### src/rtl/pipe_adder_pkg.sv
// Shared mode encodings and segment-bound helpers for the pipelined adder.
package pipe_adder_pkg;

    localparam logic MODE_ADD = 1'b0;
    localparam logic MODE_SUB = 1'b1;

    function automatic int seg_width(input int width, input int stages);
        return (width + stages - 1) / stages;
    endfunction

    function automatic int seg_lo(input int k, input int seg);
        return k * seg;
    endfunction

    function automatic int seg_hi(input int k, input int seg, input int width);
        return ((((k + 1) * seg) < width) ? ((k + 1) * seg) : width) - 1;
    endfunction

endpackage

### src/rtl/pipe_adder_seg.sv
// Combinational N-bit ripple segment; also exposes the carry into its MSB
// so the segment holding bit WIDTH-1 can form signed overflow.
module adder_seg #(
    parameter int N = 8
) (
    input  logic [N-1:0] a,
    input  logic [N-1:0] b,
    input  logic         cin,
    output logic [N-1:0] sum,
    output logic         cout,
    output logic         c_msb_in
);

    always_comb begin
        logic c;
        c        = cin;
        sum      = '0;
        c_msb_in = cin;
        for (int i = 0; i < N; i++) begin
            if (i == N - 1) c_msb_in = c;
            sum[i] = a[i] ^ b[i] ^ c;
            c      = (a[i] & b[i]) | (c & (a[i] ^ b[i]));
        end
        cout = c;
    end

endmodule

### src/rtl/pipe_adder.sv
// Pipelined carry-chain adder/subtractor, STAGES registered segments, valid/ready.
// Optional unsigned saturation on a per-operation basis with PIPE_ADDER_SAT_EN.
module pipe_adder
    import pipe_adder_pkg::*;
#(
    parameter int WIDTH  = 32,
    parameter int STAGES = 4,
    parameter int TAG_W  = 6
) (
    input  logic             clk,
    input  logic             rst,
    input  logic             flush,
    input  logic             in_valid,
    output logic             in_ready,
    input  logic             in_sub,
    input  logic             in_cin,
    input  logic [WIDTH-1:0] in_a,
    input  logic [WIDTH-1:0] in_b,
    input  logic [TAG_W-1:0] in_tag,
`ifdef PIPE_ADDER_SAT_EN
    input  logic             in_sat,
`endif
    output logic             out_valid,
    input  logic             out_ready,
    output logic [WIDTH-1:0] out_sum,
    output logic             out_cout,
    output logic             out_ovf,
    output logic [TAG_W-1:0] out_tag
);

    localparam int SEG  = seg_width(WIDTH, STAGES);
    localparam int LAST = STAGES - 1;

    logic                          advance;
    logic [STAGES-1:0]             valid_q, valid_in;
    logic [STAGES-1:0][WIDTH-1:0]  a_q, b_q, sum_q;
    logic [STAGES-1:0][WIDTH-1:0]  a_in, b_in, sum_in, sum_d, sum_next;
    logic [STAGES-1:0]             carry_q, carry_in, carry_d;
    logic [STAGES-1:0]             ovf_q, ovf_in, ovf_d;
    logic [STAGES-1:0][TAG_W-1:0]  tag_q, tag_in;
`ifdef PIPE_ADDER_SAT_EN
    logic [STAGES-1:0]             sub_q, sub_in, sat_q, sat_in;
`endif

    assign advance  = !valid_q[LAST] || out_ready;
    assign in_ready = advance && !flush;

    // Stage 0 sees the operation; subtract is A + ~B + 1.
    assign valid_in[0] = in_valid;
    assign a_in[0]     = in_a;
    assign b_in[0]     = (in_sub == MODE_ADD) ? in_b : ~in_b;
    assign carry_in[0] = (in_sub == MODE_SUB) ? 1'b1 : in_cin;
    assign sum_in[0]   = '0;
    assign ovf_in[0]   = 1'b0;
    assign tag_in[0]   = in_tag;
`ifdef PIPE_ADDER_SAT_EN
    assign sub_in[0]   = in_sub;
    assign sat_in[0]   = in_sat;
`endif

    for (genvar k = 1; k < STAGES; k++) begin : g_link
        assign valid_in[k] = valid_q[k-1];
        assign a_in[k]     = a_q[k-1];
        assign b_in[k]     = b_q[k-1];
        assign carry_in[k] = carry_q[k-1];
        assign sum_in[k]   = sum_q[k-1];
        assign ovf_in[k]   = ovf_q[k-1];
        assign tag_in[k]   = tag_q[k-1];
`ifdef PIPE_ADDER_SAT_EN
        assign sub_in[k]   = sub_q[k-1];
        assign sat_in[k]   = sat_q[k-1];
`endif
    end

    for (genvar k = 0; k < STAGES; k++) begin : g_stage
        localparam int LO = seg_lo(k, SEG);
        if (LO < WIDTH) begin : g_seg
            localparam int HI = seg_hi(k, SEG, WIDTH);
            localparam int N  = HI - LO + 1;
            localparam logic [WIDTH-1:0] MASK = ((WIDTH'(1) << N) - WIDTH'(1)) << LO;
            logic [N-1:0] seg_sum;
            logic         seg_cout, seg_c_msb;

            adder_seg #(.N(N)) u_seg (
                .a        (a_in[k][HI:LO]),
                .b        (b_in[k][HI:LO]),
                .cin      (carry_in[k]),
                .sum      (seg_sum),
                .cout     (seg_cout),
                .c_msb_in (seg_c_msb)
            );

            assign sum_d[k]   = (sum_in[k] & ~MASK) | (WIDTH'(seg_sum) << LO);
            assign carry_d[k] = seg_cout;
            if (HI == WIDTH - 1) begin : g_msb
                assign ovf_d[k] = seg_c_msb ^ seg_cout;
            end else begin : g_mid
                assign ovf_d[k] = ovf_in[k];
            end
        end else begin : g_pass
            // Segment lies beyond WIDTH: pure delay so latency stays STAGES.
            assign sum_d[k]   = sum_in[k];
            assign carry_d[k] = carry_in[k];
            assign ovf_d[k]   = ovf_in[k];
        end
    end

    always_comb begin
        sum_next = sum_d;
`ifdef PIPE_ADDER_SAT_EN
        if (sat_in[LAST]) begin
            if (sub_in[LAST] == MODE_ADD && carry_d[LAST]) begin
                sum_next[LAST] = '1;
            end else if (sub_in[LAST] == MODE_SUB && !carry_d[LAST]) begin
                sum_next[LAST] = '0;
            end
        end
`endif
    end

    always_ff @(posedge clk or posedge rst) begin
        if (rst) begin
            valid_q <= '0;
            a_q     <= '0;
            b_q     <= '0;
            sum_q   <= '0;
            carry_q <= '0;
            ovf_q   <= '0;
            tag_q   <= '0;
`ifdef PIPE_ADDER_SAT_EN
            sub_q   <= '0;
            sat_q   <= '0;
`endif
        end else if (flush) begin
            valid_q <= '0;
        end else if (advance) begin
            valid_q <= valid_in;
            a_q     <= a_in;
            b_q     <= b_in;
            sum_q   <= sum_next;
            carry_q <= carry_d;
            ovf_q   <= ovf_d;
            tag_q   <= tag_in;
`ifdef PIPE_ADDER_SAT_EN
            sub_q   <= sub_in;
            sat_q   <= sat_in;
`endif
        end
    end

    assign out_valid = valid_q[LAST];
    assign out_sum   = sum_q[LAST];
    assign out_cout  = carry_q[LAST];
    assign out_ovf   = ovf_q[LAST];
    assign out_tag   = tag_q[LAST];

endmodule
### config.mk
export PLATFORM = sky130hd
export DESIGN_NAME = pipe_adder
export DESIGN_NICKNAME = d
export VERILOG_FILES = /design/src/rtl/pipe_adder_pkg.sv /design/src/rtl/pipe_adder_seg.sv /design/src/rtl/pipe_adder.sv
export SDC_FILE = /design/constraint.sdc
export NUM_CORES = 1
export LEC_CHECK = 0
export ABC_AREA = 1
export CORE_AREA = 2 2 221 180
export DETAILED_ROUTE_END_ITERATION = 7
export DIE_AREA = 0 0 223 182
export GPL_TIMING_DRIVEN = 0
export PLACE_DENSITY_LB_ADDON = 0.2
export REMOVE_ABC_BUFFERS = 1
export SKIP_CTS_REPAIR_TIMING = 1
export SLEW_MARGIN = 0
export SYNTH_ARGS = -nofsm -noshare
export SYNTH_HDL_FRONTEND = slang
export SYNTH_SLANG_ARGS = --single-unit
### constraint.sdc
create_clock -name clk -period 18.75 [get_ports clk]
set_input_delay 3.75 -clock clk [delete_from_list [all_inputs] [get_ports clk]]
set_output_delay 3.75 -clock clk [all_outputs]
set_load 0.02 [all_outputs]
==> flow_metrics.tcl, run 1 <==
set metrics [dict create \
    netlist_top_cells_area "dfrtp_1 55%, nand2_1 20%, nand3_1 9.0%" \
    max_freq_mhz 106.3 \
    p_int_w 0.0009434 \
    status "finished, final reports clean" \
    clk-insertion-delay-late_ps 540 \
    hpwl_microns 12880 \
    p_sw_share_pct 28.89 \
    synth-seq-area-share_pct 55.20 \
    die-height_microns 182 \
    syn-cell-area_sq_um 9475 \
    path_clk_slew_ps 50 \
    worstSetupStartpointType "input pin" \
    ys.flop_type "dfrtp_1" \
    place_area_sq_um 11100 \
    yosys.area.top_type_share_pct 55.20 \
    critical_path_class "input pin to output port" \
    hold_viol 0 \
    drc_errors 0 \
    grt_max_degree 128 \
    holdWs_ps 466.6 \
    cts_sinks 209 \
    num_rows 65 \
    nets 1274 \
    holdCritPathClass "flip-flop to flip-flop" \
    power_density_nw_per_um2 110.9 \
    worstSetupEndpointType "output port" \
    first_iter_violations 478 \
    numCtsBuffers 26 \
    synth.most_common_cell "nand2_1" \
    fin_crit_sh_pct 50.19 \
    ctsHtreeMaxLevel 1 \
    ys_types 18 \
    grt_pass1_wl_microns 39320 \
    diodes 0 \
    comb_power_share_pct 18.4 \
    viasPerCell 4.224 \
    dpl.cell_count 1639 \
    yosys_warnings 0 \
    pwr-share-seq_pct 43.4 \
    cts-root-buf "clkbuf_16" \
    antenna_found_initial 0 \
    setup-tns-final_ps 0 \
    antenna_left 0 \
    area_growth_pct 26.21 \
    cp_data_required_time_ps 15000 \
    critPathMaxFanout 15 \
    firstDrtPassIters 4 \
    tritoncts "yes" \
    p_clk_share_pct 38.1 \
    dieArea_sq_um 40590 \
    core-area_sq_um 38630 \
    start_util_pct 24.53 \
    rsz0062_at_grt "false" \
    dieWidth_microns 223 \
    routedWlPerCell_microns 13.65 \
    synthCells 1083 \
    grtUsageTotal_pct 11.88 \
    drive_above_1_share_pct 4.730 \
    synth_edf_count 0 \
    layout.cells.non_filler 1686 \
    maxCapViolations 0 \
    synth_top_area_cell "dfrtp_1" \
    pin_count 119 \
    yosys_register_bits 209 \
    peakVddDrop_uv 49.59 \
    drv_slew 0 \
    switchingPower_w 0.0003833 \
    stdcell_area_sq_um 11960 \
    max_slew.worst_pin.slew_ps 1049 \
    gp_congestion 0.6946 \
    port_buffers 118 \
    slew-limit-headroom_pct 30.02 \
    cts_buffer_depth 3 \
    grt_pass1_vias 7383 \
    synthArstFlopShare_pct 100.0 \
    period_needed_ps 9411 \
    gr-total-overflow 0 \
    power_leakage_nw 6.120 \
    clock_skew_ps 7.514 \
    crit_arrival_ps 5660 \
    synthTopCellsByCount "510 x nand2_1, 209 x dfrtp_1, 170 x nand3_1" \
    via_count 7122 \
    wirelength_microns 23020 \
    setup_viol 0 \
    syn_avg_cell_area_sq_um 8.749 \
]
power by group through the flow:
stage                     logic, W  registers [W]  clock network (W)
after floorplan           0.000122       0.000602                  0
after global placement    0.000251       0.000583                  0
after detailed placement  0.000253       0.000585                  0
after CTS                 0.000253       0.000577           0.000529
after global routing      0.000281       0.000588           0.000546
final                     0.000245       0.000576           0.000506
cell type report:
class,count,area [sq um]
Fill cell,4123,26670
Sequential cell,209,5230
Multi-Input combinational cell,742,3661
Timing Repair Buffer,124,1334
Clock buffer,36,769.5
Tap cell,502,628.1
Inverter,62,247.7
Clock inverter,11,88.84
per-stage QoR:
step / setup WS (ps) / utilization [%] / total power [W]
3_5_place_dp: 9305 / 28.74 / 0.0008373
4_1_cts: 9295 / 30.96 / 0.001360
5_1_grt: 9244 / 30.96 / 0.001415
2_1_floorplan: 9291 / - / 0.0007237
6_report: 9339 / 30.96 / 0.001327
3_3_place_gp: 5740 / 28.21 / 0.0008338
final timing paths:
path / start / end / slack [ps] / cells after the start
setup / recovery: flush / in_ready / 9340 / 4
hold reg to reg: out_sum[8] / out_sum[8] / 470 / 2
min in group asynchronous: rst / out_tag[1] / 3740 / 2
setup reg to reg: a_in[120] / out_sum[31] / 14740 / 13
max in group asynchronous: rst / a_in[46] / 13970 / 3
hold / removal: out_sum[8] / out_sum[8] / 470 / 2
logic make-up (layout without fill, tap and decap cells):
| kind of cell | after synthesis | count (layout) | share of synthesized area [%] |
|---|---|---|---|
| fa+ha+maj | 32 | 32 | 6.761 |
| buf+inv | 132 | 233 | 6.536 |
| flops | 209 | 209 | 55.20 |
| xor+xnor | 8 | 8 | 0.7395 |
| simple gates | 697 | 697 | 30.46 |
| compound gates | 5 | 5 | 0.3036 |
worst max-delay path, cell delays in order:
cell             delay [ps]
clkdlybuf4s50_1         560
a21oi_4                 510
buf_16                  220
clkdlybuf4s50_1         610
state kept, by name (all words and copies together), names as in the netlist:
name     flops
out_sum     32
out_tag      6
carry_q      4
sum_in      48
a_in        48
tag_in      18
ovf_q        1
valid_q      4
b_in        48
metal layers:
metal | GRT usage [%] | part of all wire [%] | routed length [microns]
met5 | 0 | 0 | 0
met4 | 2.738 | 2.2 | 501
met3 | 2.476 | 3.9 | 899
met2 | 19.41 | 45 | 10360
met1 | 16.18 | 49 | 11260
cell usage in the layout (no fill, tap or decap), drive strengths merged:
master	synthesis	routed
xnor2	6	6
xor2	2	2
clkdlybuf4s50	0	117
fa	32	32
nor2	1	1
inv	62	62
buf	66	7
a21oi	2	2
clkinv	0	8
clkbuf	4	36
nand3	170	170
dfrtp	209	209
nand2	512	512
o21ai	3	3
clkinvlp	0	2
bufinv	0	1
nand3b	14	14
No activity file was read; power rests on OpenSTA's default activity.
==> run 2, diff against run 1 <==
==> constraint.sdc (replaced) <==
create_clock -name clk -period 9.8 [get_ports clk]
set_input_delay 1.96 -clock clk [delete_from_list [all_inputs] [get_ports clk]]
set_output_delay 1.96 -clock clk [all_outputs]
set_load 0.02 [all_outputs]
==> results of run 2 <==
The final DEF is identical to that of run 1. Status: finished, final reports clean.
Among the figures that moved: setup slack after placement 9305 ps -> 3671 ps; setup slack after layout 9339 ps -> 3969 ps; register-to-register setup slack 14740 ps -> 5790 ps; total power 0.001327 W -> 0.002538 W; worst IR drop on VDD 49.59 uV -> 94.87 uV
==> run 3, diff against run 2 <==
==> constraint.sdc (replaced) <==
create_clock -name clk -period 4.95 [get_ports clk]
set_input_delay 0.99 -clock clk [delete_from_list [all_inputs] [get_ports clk]]
set_output_delay 0.99 -clock clk [all_outputs]
set_load 0.02 [all_outputs]
==> results of run 3 <==
The final DEF is identical to that of run 1. Status: finished, final reports clean.
Among the figures that moved: setup slack after placement 9305 ps -> -209.3 ps; clock-pin slew on the worst setup and hold paths 50 ps -> 60 ps; setup slack after layout 9339 ps -> 447.4 ps; start point of the critical path flush -> in_sub; end point of the critical path in_ready -> sum_in[39]; register-to-register setup slack 14740 ps -> 940 ps; total power 0.001327 W -> 0.005025 W; worst IR drop on VDD 49.59 uV -> 187.8 uV
